$ cat src/rtl/kgp_alu_pkg.sv
// Shared definitions for the sequential KGP ALU: opcode map, FSM encoding,
// and the predicate that tells which ops take the iterative datapath.
package kgp_alu_pkg;

    localparam logic [3:0] OP_ADD  = 4'd0;
    localparam logic [3:0] OP_SUB  = 4'd1;
    localparam logic [3:0] OP_AND  = 4'd2;
    localparam logic [3:0] OP_OR   = 4'd3;
    localparam logic [3:0] OP_XOR  = 4'd4;
    localparam logic [3:0] OP_NOT  = 4'd5;
    localparam logic [3:0] OP_SHL  = 4'd6;
    localparam logic [3:0] OP_SHR  = 4'd7;
    localparam logic [3:0] OP_SRA  = 4'd8;
    localparam logic [3:0] OP_SLT  = 4'd9;
    localparam logic [3:0] OP_SLTU = 4'd10;
    localparam logic [3:0] OP_PASS = 4'd11;
    localparam logic [3:0] OP_MUL  = 4'd12;
    localparam logic [3:0] OP_DIV  = 4'd13;
    localparam logic [3:0] OP_RSV  = 4'd14;

    typedef enum logic [1:0] {
        ST_IDLE = 2'd0,
        ST_BUSY = 2'd1,
        ST_DONE = 2'd2
    } state_t;

    function automatic logic is_multicycle(input logic [3:0] op);
        return (op == OP_MUL) || (op == OP_DIV);
    endfunction

endpackage

$ cat src/rtl/kgp_alu_iter.sv
// Iterative unsigned multiply (shift-add) and divide (restoring) datapath.
// One step per cycle while step is high; done pulses with the final step.
module kgp_alu_iter #(
    parameter int WIDTH = 6
) (
    input  logic               clk,
    input  logic               rst_n,
    input  logic               start,
    input  logic               div_mode,
    input  logic [WIDTH-1:0]   a,
    input  logic [WIDTH-1:0]   b,
    input  logic               step,
    output logic               done,
    output logic [2*WIDTH-1:0] result_next
);
    localparam int CW = $clog2(WIDTH + 1);

    logic [WIDTH:0]   hi;
    logic [WIDTH-1:0] lo;
    logic [WIDTH-1:0] dvs;
    logic             div_q;
    logic [CW-1:0]    cnt;

    logic [WIDTH:0]   hi_nx;
    logic [WIDTH-1:0] lo_nx;
    logic [WIDTH:0]   r_sh;
    logic [WIDTH:0]   diff;
    logic [WIDTH:0]   sum;

    // hi is the running remainder (DIV) or upper partial product (MUL);
    // lo shifts out dividend/multiplier bits and shifts in quotient/product bits.
    always_comb begin
        r_sh  = {hi[WIDTH-1:0], lo[WIDTH-1]};
        diff  = r_sh - {1'b0, dvs};
        sum   = lo[0] ? (hi + {1'b0, dvs}) : hi;
        hi_nx = hi;
        lo_nx = lo;
        if (div_q) begin
            if (r_sh >= {1'b0, dvs}) begin
                hi_nx = diff;
                lo_nx = {lo[WIDTH-2:0], 1'b1};
            end else begin
                hi_nx = r_sh;
                lo_nx = {lo[WIDTH-2:0], 1'b0};
            end
        end else begin
            hi_nx = {1'b0, sum[WIDTH:1]};
            lo_nx = {sum[0], lo[WIDTH-1:1]};
        end
    end

    assign result_next = {hi_nx[WIDTH-1:0], lo_nx};
    assign done        = step && (cnt == CW'(WIDTH - 1));

    always_ff @(posedge clk) begin
        if (!rst_n) begin
            hi    <= '0;
            lo    <= '0;
            dvs   <= '0;
            div_q <= 1'b0;
            cnt   <= '0;
        end else if (start) begin
            hi    <= '0;
            lo    <= a;
            dvs   <= b;
            div_q <= div_mode;
            cnt   <= '0;
        end else if (step) begin
            hi  <= hi_nx;
            lo  <= lo_nx;
            cnt <= cnt + 1'b1;
        end
    end

endmodule

$ cat src/rtl/kgp_alu_seq.sv
// Handshaked KGP ALU: single-cycle logic/shift/add ops, iterative MUL/DIV.
// in_ready/in_valid and out_valid/out_ready transfer on any edge where both are high.
module kgp_alu_seq
    import kgp_alu_pkg::*;
#(
    parameter int WIDTH = 6,
    parameter int OPW   = 4
) (
    input  logic               clk,
    input  logic               rst_n,
    input  logic               in_valid,
    output logic               in_ready,
    input  logic [WIDTH-1:0]   a,
    input  logic [WIDTH-1:0]   b,
    input  logic [OPW-1:0]     op,
    output logic               out_valid,
    input  logic               out_ready,
    output logic [2*WIDTH-1:0] result,
    output logic               flag_z,
    output logic               flag_c,
    output logic               flag_v,
    output logic               flag_dz,
    output state_t             fsm_state
);
    state_t          state;
    logic [OPW-1:0]  op_q;
    logic            b_zero_q;

    logic [WIDTH:0]     sum_w;
    logic [WIDTH-1:0]   diff_w;
    logic [WIDTH-1:0]   lo_w;
    logic               shift_big;
    logic [2*WIDTH-1:0] sc_res;
    logic               sc_c;
    logic               sc_v;

    logic               iter_start;
    logic               iter_done;
    logic [2*WIDTH-1:0] iter_res;

    assign in_ready  = (state == ST_IDLE);
    assign fsm_state = state;

    always_comb begin
        sum_w     = {1'b0, a} + {1'b0, b};
        diff_w    = a - b;
        shift_big = (b >= WIDTH'(WIDTH));
        lo_w      = '0;
        sc_c      = 1'b0;
        sc_v      = 1'b0;
        case (op)
            OP_ADD: begin
                sc_c = sum_w[WIDTH];
                sc_v = (a[WIDTH-1] == b[WIDTH-1]) && (sum_w[WIDTH-1] != a[WIDTH-1]);
            end
            OP_SUB: begin
                lo_w = diff_w;
                sc_c = (a < b);
                sc_v = (a[WIDTH-1] != b[WIDTH-1]) && (diff_w[WIDTH-1] != a[WIDTH-1]);
            end
            OP_AND:  lo_w = a & b;
            OP_OR:   lo_w = a | b;
            OP_XOR:  lo_w = a ^ b;
            OP_NOT:  lo_w = ~a;
            OP_SHL:  lo_w = shift_big ? '0 : (a << b);
            OP_SHR:  lo_w = shift_big ? '0 : (a >> b);
            OP_SRA:  lo_w = shift_big ? {WIDTH{a[WIDTH-1]}} : WIDTH'($signed(a) >>> b);
            OP_SLT:  lo_w = {{(WIDTH-1){1'b0}}, ($signed(a) < $signed(b))};
            OP_SLTU: lo_w = {{(WIDTH-1){1'b0}}, (a < b)};
            OP_PASS: lo_w = a;
            default: lo_w = '0;
        endcase
        // ADD keeps its carry in bit WIDTH of the result.
        if (op == OP_ADD) sc_res = {{(WIDTH-1){1'b0}}, sum_w};
        else              sc_res = {{WIDTH{1'b0}}, lo_w};
    end

    assign iter_start = (state == ST_IDLE) && in_valid && is_multicycle(op);

    kgp_alu_iter #(.WIDTH(WIDTH)) u_iter (
        .clk         (clk),
        .rst_n       (rst_n),
        .start       (iter_start),
        .div_mode    (op == OP_DIV),
        .a           (a),
        .b           (b),
        .step        (state == ST_BUSY),
        .done        (iter_done),
        .result_next (iter_res)
    );

    always_ff @(posedge clk) begin
        if (!rst_n) begin
            state     <= ST_IDLE;
            op_q      <= '0;
            b_zero_q  <= 1'b0;
            out_valid <= 1'b0;
            result    <= '0;
            flag_z    <= 1'b0;
            flag_c    <= 1'b0;
            flag_v    <= 1'b0;
            flag_dz   <= 1'b0;
        end else begin
            case (state)
                ST_IDLE: begin
                    if (in_valid) begin
                        op_q     <= op;
                        b_zero_q <= (b == '0);
                        if (is_multicycle(op)) begin
                            state <= ST_BUSY;
                        end else begin
                            result    <= sc_res;
                            flag_z    <= (sc_res == '0);
                            flag_c    <= sc_c;
                            flag_v    <= sc_v;
                            flag_dz   <= 1'b0;
                            out_valid <= 1'b1;
                            state     <= ST_DONE;
                        end
                    end
                end
                ST_BUSY: begin
                    if (iter_done) begin
                        result    <= iter_res;
                        flag_z    <= (iter_res == '0);
                        flag_c    <= 1'b0;
                        flag_v    <= 1'b0;
                        flag_dz   <= (op_q == OP_DIV) && b_zero_q;
                        out_valid <= 1'b1;
                        state     <= ST_DONE;
                    end
                end
                ST_DONE: begin
                    if (out_ready) begin
                        out_valid <= 1'b0;
                        state     <= ST_IDLE;
                    end
                end
                default: state <= ST_IDLE;
            endcase
        end
    end

endmodule

$ cat config.mk
export PLATFORM = sky130hd
export DESIGN_NAME = kgp_alu_seq
export DESIGN_NICKNAME = d
export VERILOG_FILES = /design/src/rtl/kgp_alu_pkg.sv /design/src/rtl/kgp_alu_iter.sv /design/src/rtl/kgp_alu_seq.sv
export SDC_FILE = /design/constraint.sdc
export NUM_CORES = 1
export LEC_CHECK = 0
export ABC_AREA = 1
export CAP_MARGIN = 20
export CORE_UTILIZATION = 53
export DETAILED_ROUTE_END_ITERATION = 10
export PLACE_DENSITY = 0.77
export REMOVE_ABC_BUFFERS = 1
export SETUP_SLACK_MARGIN = 0.4
export SLEW_MARGIN = 20
export SYNTH_ARGS = -nofsm -noshare
export SYNTH_HDL_FRONTEND = slang
export SYNTH_SLANG_ARGS = --single-unit
export TNS_END_PERCENT = 1
$ cat constraint.sdc
create_clock -name clk -period 2.35 [get_ports clk]
set_input_delay 0.5875 -clock clk [delete_from_list [all_inputs] [get_ports clk]]
set_output_delay 0.5875 -clock clk [all_outputs]
set_load 0.01 [all_outputs]
==> results.rst <==
.. list-table::
   :header-rows: 1

   * - Metric
     - Value
   * - Type of element launching the critical path
     - flip-flop
   * - Routed WL
     - 16000 um
   * - Via count of the first global-routing pass
     - 5270
   * - FF+latch count, synth
     - 47
   * - Leakage
     - 2.94 nW
   * - Via count
     - 5486
   * - Highest ir drop seen on vdd
     - 0.533 mV
   * - Combined area of all synthesized cells
     - 4310 sq um
   * - Data arrival time at the worst-slack endpoint
     - 2.53 ns
   * - Setup TNS
     - 0 ns
   * - Number of warnings printed during yosys synthesis
     - 0
   * - Initial DRC count
     - 451
   * - Die Y
     - 92.2 um
   * - Final global-route overflow total
     - 0
   * - Crit path buf inv count
     - 3
   * - All-layer global routing usage
     - 37.7%
   * - Maximum buffer depth of the clock tree
     - 2
   * - Post-DRT Antenna Nets
     - 0
   * - FP Rows
     - 32
   * - Largest stage delay on the critical path
     - 0.35 ns
   * - Unrepaired setup endpoints after global routing
     - yes
   * - Final core area utilization
     - 79.8%
   * - Most instantiated flip-flop cell in the synthesis netlist
     - sky130_fd_sc_hd__dfxtp_1
   * - Kind of end point of the critical path
     - flip-flop
   * - Half-perimeter wire length of the detailed placement result
     - 12300 um
   * - Top-count cell post-synth
     - sky130_fd_sc_hd__nand2_1
   * - Insertion delay to the later sink of the worst-skew pair
     - 0.31 ns
   * - Adder-Cell Fraction of Synth Area
     - 12.3%
   * - Average cell area after synthesis
     - 6.09 sq um
   * - Multiplexer fraction of the synthesized cell area
     - 0.232%
   * - Total CTS buffers
     - 5
   * - Count of distinct cell types in the synthesized netlist
     - 44
   * - Antenna Diode Count
     - 0
   * - Fraction of the mapped netlist area in simple logic gates
     - 35.1%
   * - Class of the most critical hold timing path
     - flip-flop to flip-flop
   * - Main area contributors after synthesis
     - sky130_fd_sc_hd__dfxtp_1, sky130_fd_sc_hd__nand2_1, sky130_fd_sc_hd__ha_1
   * - Pin count of the biggest net entering global routing
     - 22
   * - Async set-or-reset flop fraction in the synthesized netlist
     - 0%
   * - Die Footprint
     - 8500 sq um
   * - Synth Area in Compound Gates
     - 19.4%
   * - Number of input and output port buffers inserted
     - 39
   * - Shortest clock period the worst path allows after layout
     - 2.33 ns
   * - Residual DRC
     - 0
   * - Effective utilization at floorplan
     - 55.2%
   * - Synth top cells by count
     - sky130_fd_sc_hd__nand2_1, sky130_fd_sc_hd__inv_1, sky130_fd_sc_hd__nor2_1
   * - Final period util
     - 99.1%
   * - Area delta synth->final
     - 44.5%
   * - Slowest CP cell
     - sky130_fd_sc_hd__dfxtp_2
   * - Max-slew violation total from the final report
     - 0
   * - Run status
     - finished, final reports clean
   * - IO Pins
     - 40
   * - Crit Path Category
     - flip-flop to flip-flop
   * - Chain of cells forming the critical path
     - buf_4, ha_1, nand2_1, o21ai_2, nand4_1, nand3_2, inv_2, or2_0, nand2_1, nand2_1, nand2_1, nor2_1, nand2_1, nand3_1, nand2_1, inv_1
   * - Final Wtd Congestion
     - 1.03
   * - Horizontal die dimension
     - 92.2 um
   * - Worst Max-Slew Pin Slew
     - 0.492 ns
   * - Final net count
     - 929
   * - Relative slew slack
     - 67.1%
   * - Wirelength per Cell
     - 16.5 um
   * - Max H-tree Level
     - 2
   * - Xor/xnor share of the synthesized area
     - 1.22%
   * - CTS tree
     - done
   * - Clock sinks
     - 47
   * - Maximum fanout along the worst path
     - 6
   * - CP top delay family
     - simple AND/OR/NAND/NOR gates
   * - Critical path data required time
     - 2.56 ns
   * - Number of hold violations in the final report
     - 0
   * - Cell type with the highest occurrence count on the critical path
     - sky130_fd_sc_hd__nand2_1
   * - Count of flip-flops with a built-in enable after synthesis
     - 0
   * - Average vias per placed instance
     - 5.65
   * - Count of final setup violators
     - 0
   * - First-pass GRT wire length
     - 25200 um
   * - Synth Instances
     - 708
   * - Portion of the post-synthesis area used by sequential elements
     - 21.8%
   * - Root Buffer Master
     - sky130_fd_sc_hd__clkbuf_8
   * - Area share of the largest cell type after synthesis
     - 21.8%
   * - Maximum clock frequency
     - 429 MHz
   * - First-pass detailed-route iteration total
     - 7
   * - Total core area
     - 7810 sq um
   * - Combinational family with the most area after synthesis
     - simple AND/OR/NAND/NOR gates
   * - Proportion of layout cells with a drive suffix above 1
     - 29.8%
   * - Antenna violations before repair
     - 0
   * - Worst R2R Setup Slack
     - 0.02 ns
   * - Layout Skew
     - 0.0107 ns
   * - Dominant cell type by area after synthesis
     - sky130_fd_sc_hd__dfxtp_1
   * - Max Cap Violations
     - 0
   * - Cell Pwr Density
     - 410 nW/um^2
   * - Clock-pin slew of the registers on the worst-case setup and hold paths
     - 0.09 ns
final cells by class:
cell class                 count  area, sq um
fill                         587         1580
inverter                      86          329
clock buffer                   6         72.6
clock inverter                 1         30.0
sequential                    47          951
multi-input combinational    555         3300
timing repair buffer         174         1410
tap                          102          128
metrics by stage:
step / total power [W] / hold slack (ns) / worst slack, ns / std cells / area, sq um
2_1_floorplan: 0.00136 / 0.455 / -0.00105 / 688 / 4210
3_3_place_gp: 0.00182 / 0.455 / -0.646 / 945 / 5600
3_5_place_dp: 0.00184 / 0.455 / -0.668 / 945 / 5600
4_1_cts: 0.00248 / 0.465 / 0.144 / 968 / 6030
5_1_grt: 0.00267 / 0.492 / -0.0957 / 971 / 6230
6_report: 0.00255 / 0.463 / 0.0210 / 971 / 6230
layer usage:
layer  global-route usage (%)  vias up  part of all wire (%)
li1                         -     2656                     -
met1                     49.2     2505                    42
met2                     63.8      268                    47
met3                     5.39       57                   7.9
met4                     12.0        0                   3.3
met5                        0        -                     0
placed cells by master (no fill, tap or decap), types with 6 or more instances in the layout:
cell	count
sky130_fd_sc_hd__o21ai_0	39
sky130_fd_sc_hd__a211oi_1	7
sky130_fd_sc_hd__inv_2	23
sky130_fd_sc_hd__clkdlybuf4s50_1	23
sky130_fd_sc_hd__nand2_1	186
sky130_fd_sc_hd__nand3_2	12
sky130_fd_sc_hd__ha_4	13
sky130_fd_sc_hd__ha_1	18
sky130_fd_sc_hd__nand2_2	12
sky130_fd_sc_hd__inv_1	60
sky130_fd_sc_hd__a21oi_1	55
sky130_fd_sc_hd__o21ai_1	10
sky130_fd_sc_hd__buf_6	11
sky130_fd_sc_hd__a21oi_2	10
sky130_fd_sc_hd__nor2_1	71
sky130_fd_sc_hd__a31oi_1	6
sky130_fd_sc_hd__dfxtp_1	41
sky130_fd_sc_hd__nand4_1	11
sky130_fd_sc_hd__nor2_2	9
sky130_fd_sc_hd__nand3_1	42
sky130_fd_sc_hd__dlygate4sd2_1	7
sky130_fd_sc_hd__buf_4	125
sequential cells by signal, summed over array words and instances (netlist names):
name          cells
u_iter.dvs        6
flag_z            1
u_iter.div_q      1
fsm_state         2
u_iter.hi         7
b_zero_q          1
flag_v            1
flag_c            1
result           12
u_iter.lo         6
op_q              4
out_valid         1
flag_dz           1
u_iter.cnt        3
what timing repair did:
action	in CTS	in global routing
hold buffers	0	0
setup buffers	16	3
pin swaps	28	39
endpoints found under the setup margin	42	31
resized for setup	95	65
cloned	0	0
cells by family after synthesis:
logic type | Yosys count
and+or+nand+nor | 358
muxes | 1
buffers and inverters | 106
xor gates and xnor gates | 6
AOI/OAI and AO/OA | 150
adders and majority gates | 40
DFF | 47
worst reg2reg max path: cells and delay by family (launching register included):
| kind | cells | cell delay [ns] |
|---|---|---|
| simple gates | 11 | 1.12 |
| compound gates | 1 | 0.18 |
| buf+inv | 3 | 0.27 |
| flops | 1 | 0.35 |
| fa+ha+maj | 1 | 0.31 |
power breakdown:
part | switching (W) | internal, W
sequential | 0.0000431 | 0.000860
combinational | 0.000574 | 0.000490
clock | 0.000274 | 0.000312
total | 0.000891 | 0.00166
path summary, 6_finish.rpt:
path / from / to / cells after the start
worst max-delay path: u_iter.hi[0]$_SDFFE_PP0P_ / flag_z$_SDFFE_PN0P_ / 16
worst min-delay path: flag_v$_SDFFE_PN0P_ / flag_v$_SDFFE_PN0P_ / 2
worst max register to register: u_iter.hi[0]$_SDFFE_PP0P_ / flag_z$_SDFFE_PN0P_ / 16
worst min register to register: flag_v$_SDFFE_PN0P_ / flag_v$_SDFFE_PN0P_ / 2
Note: power is estimated with default switching activity, not from simulation.
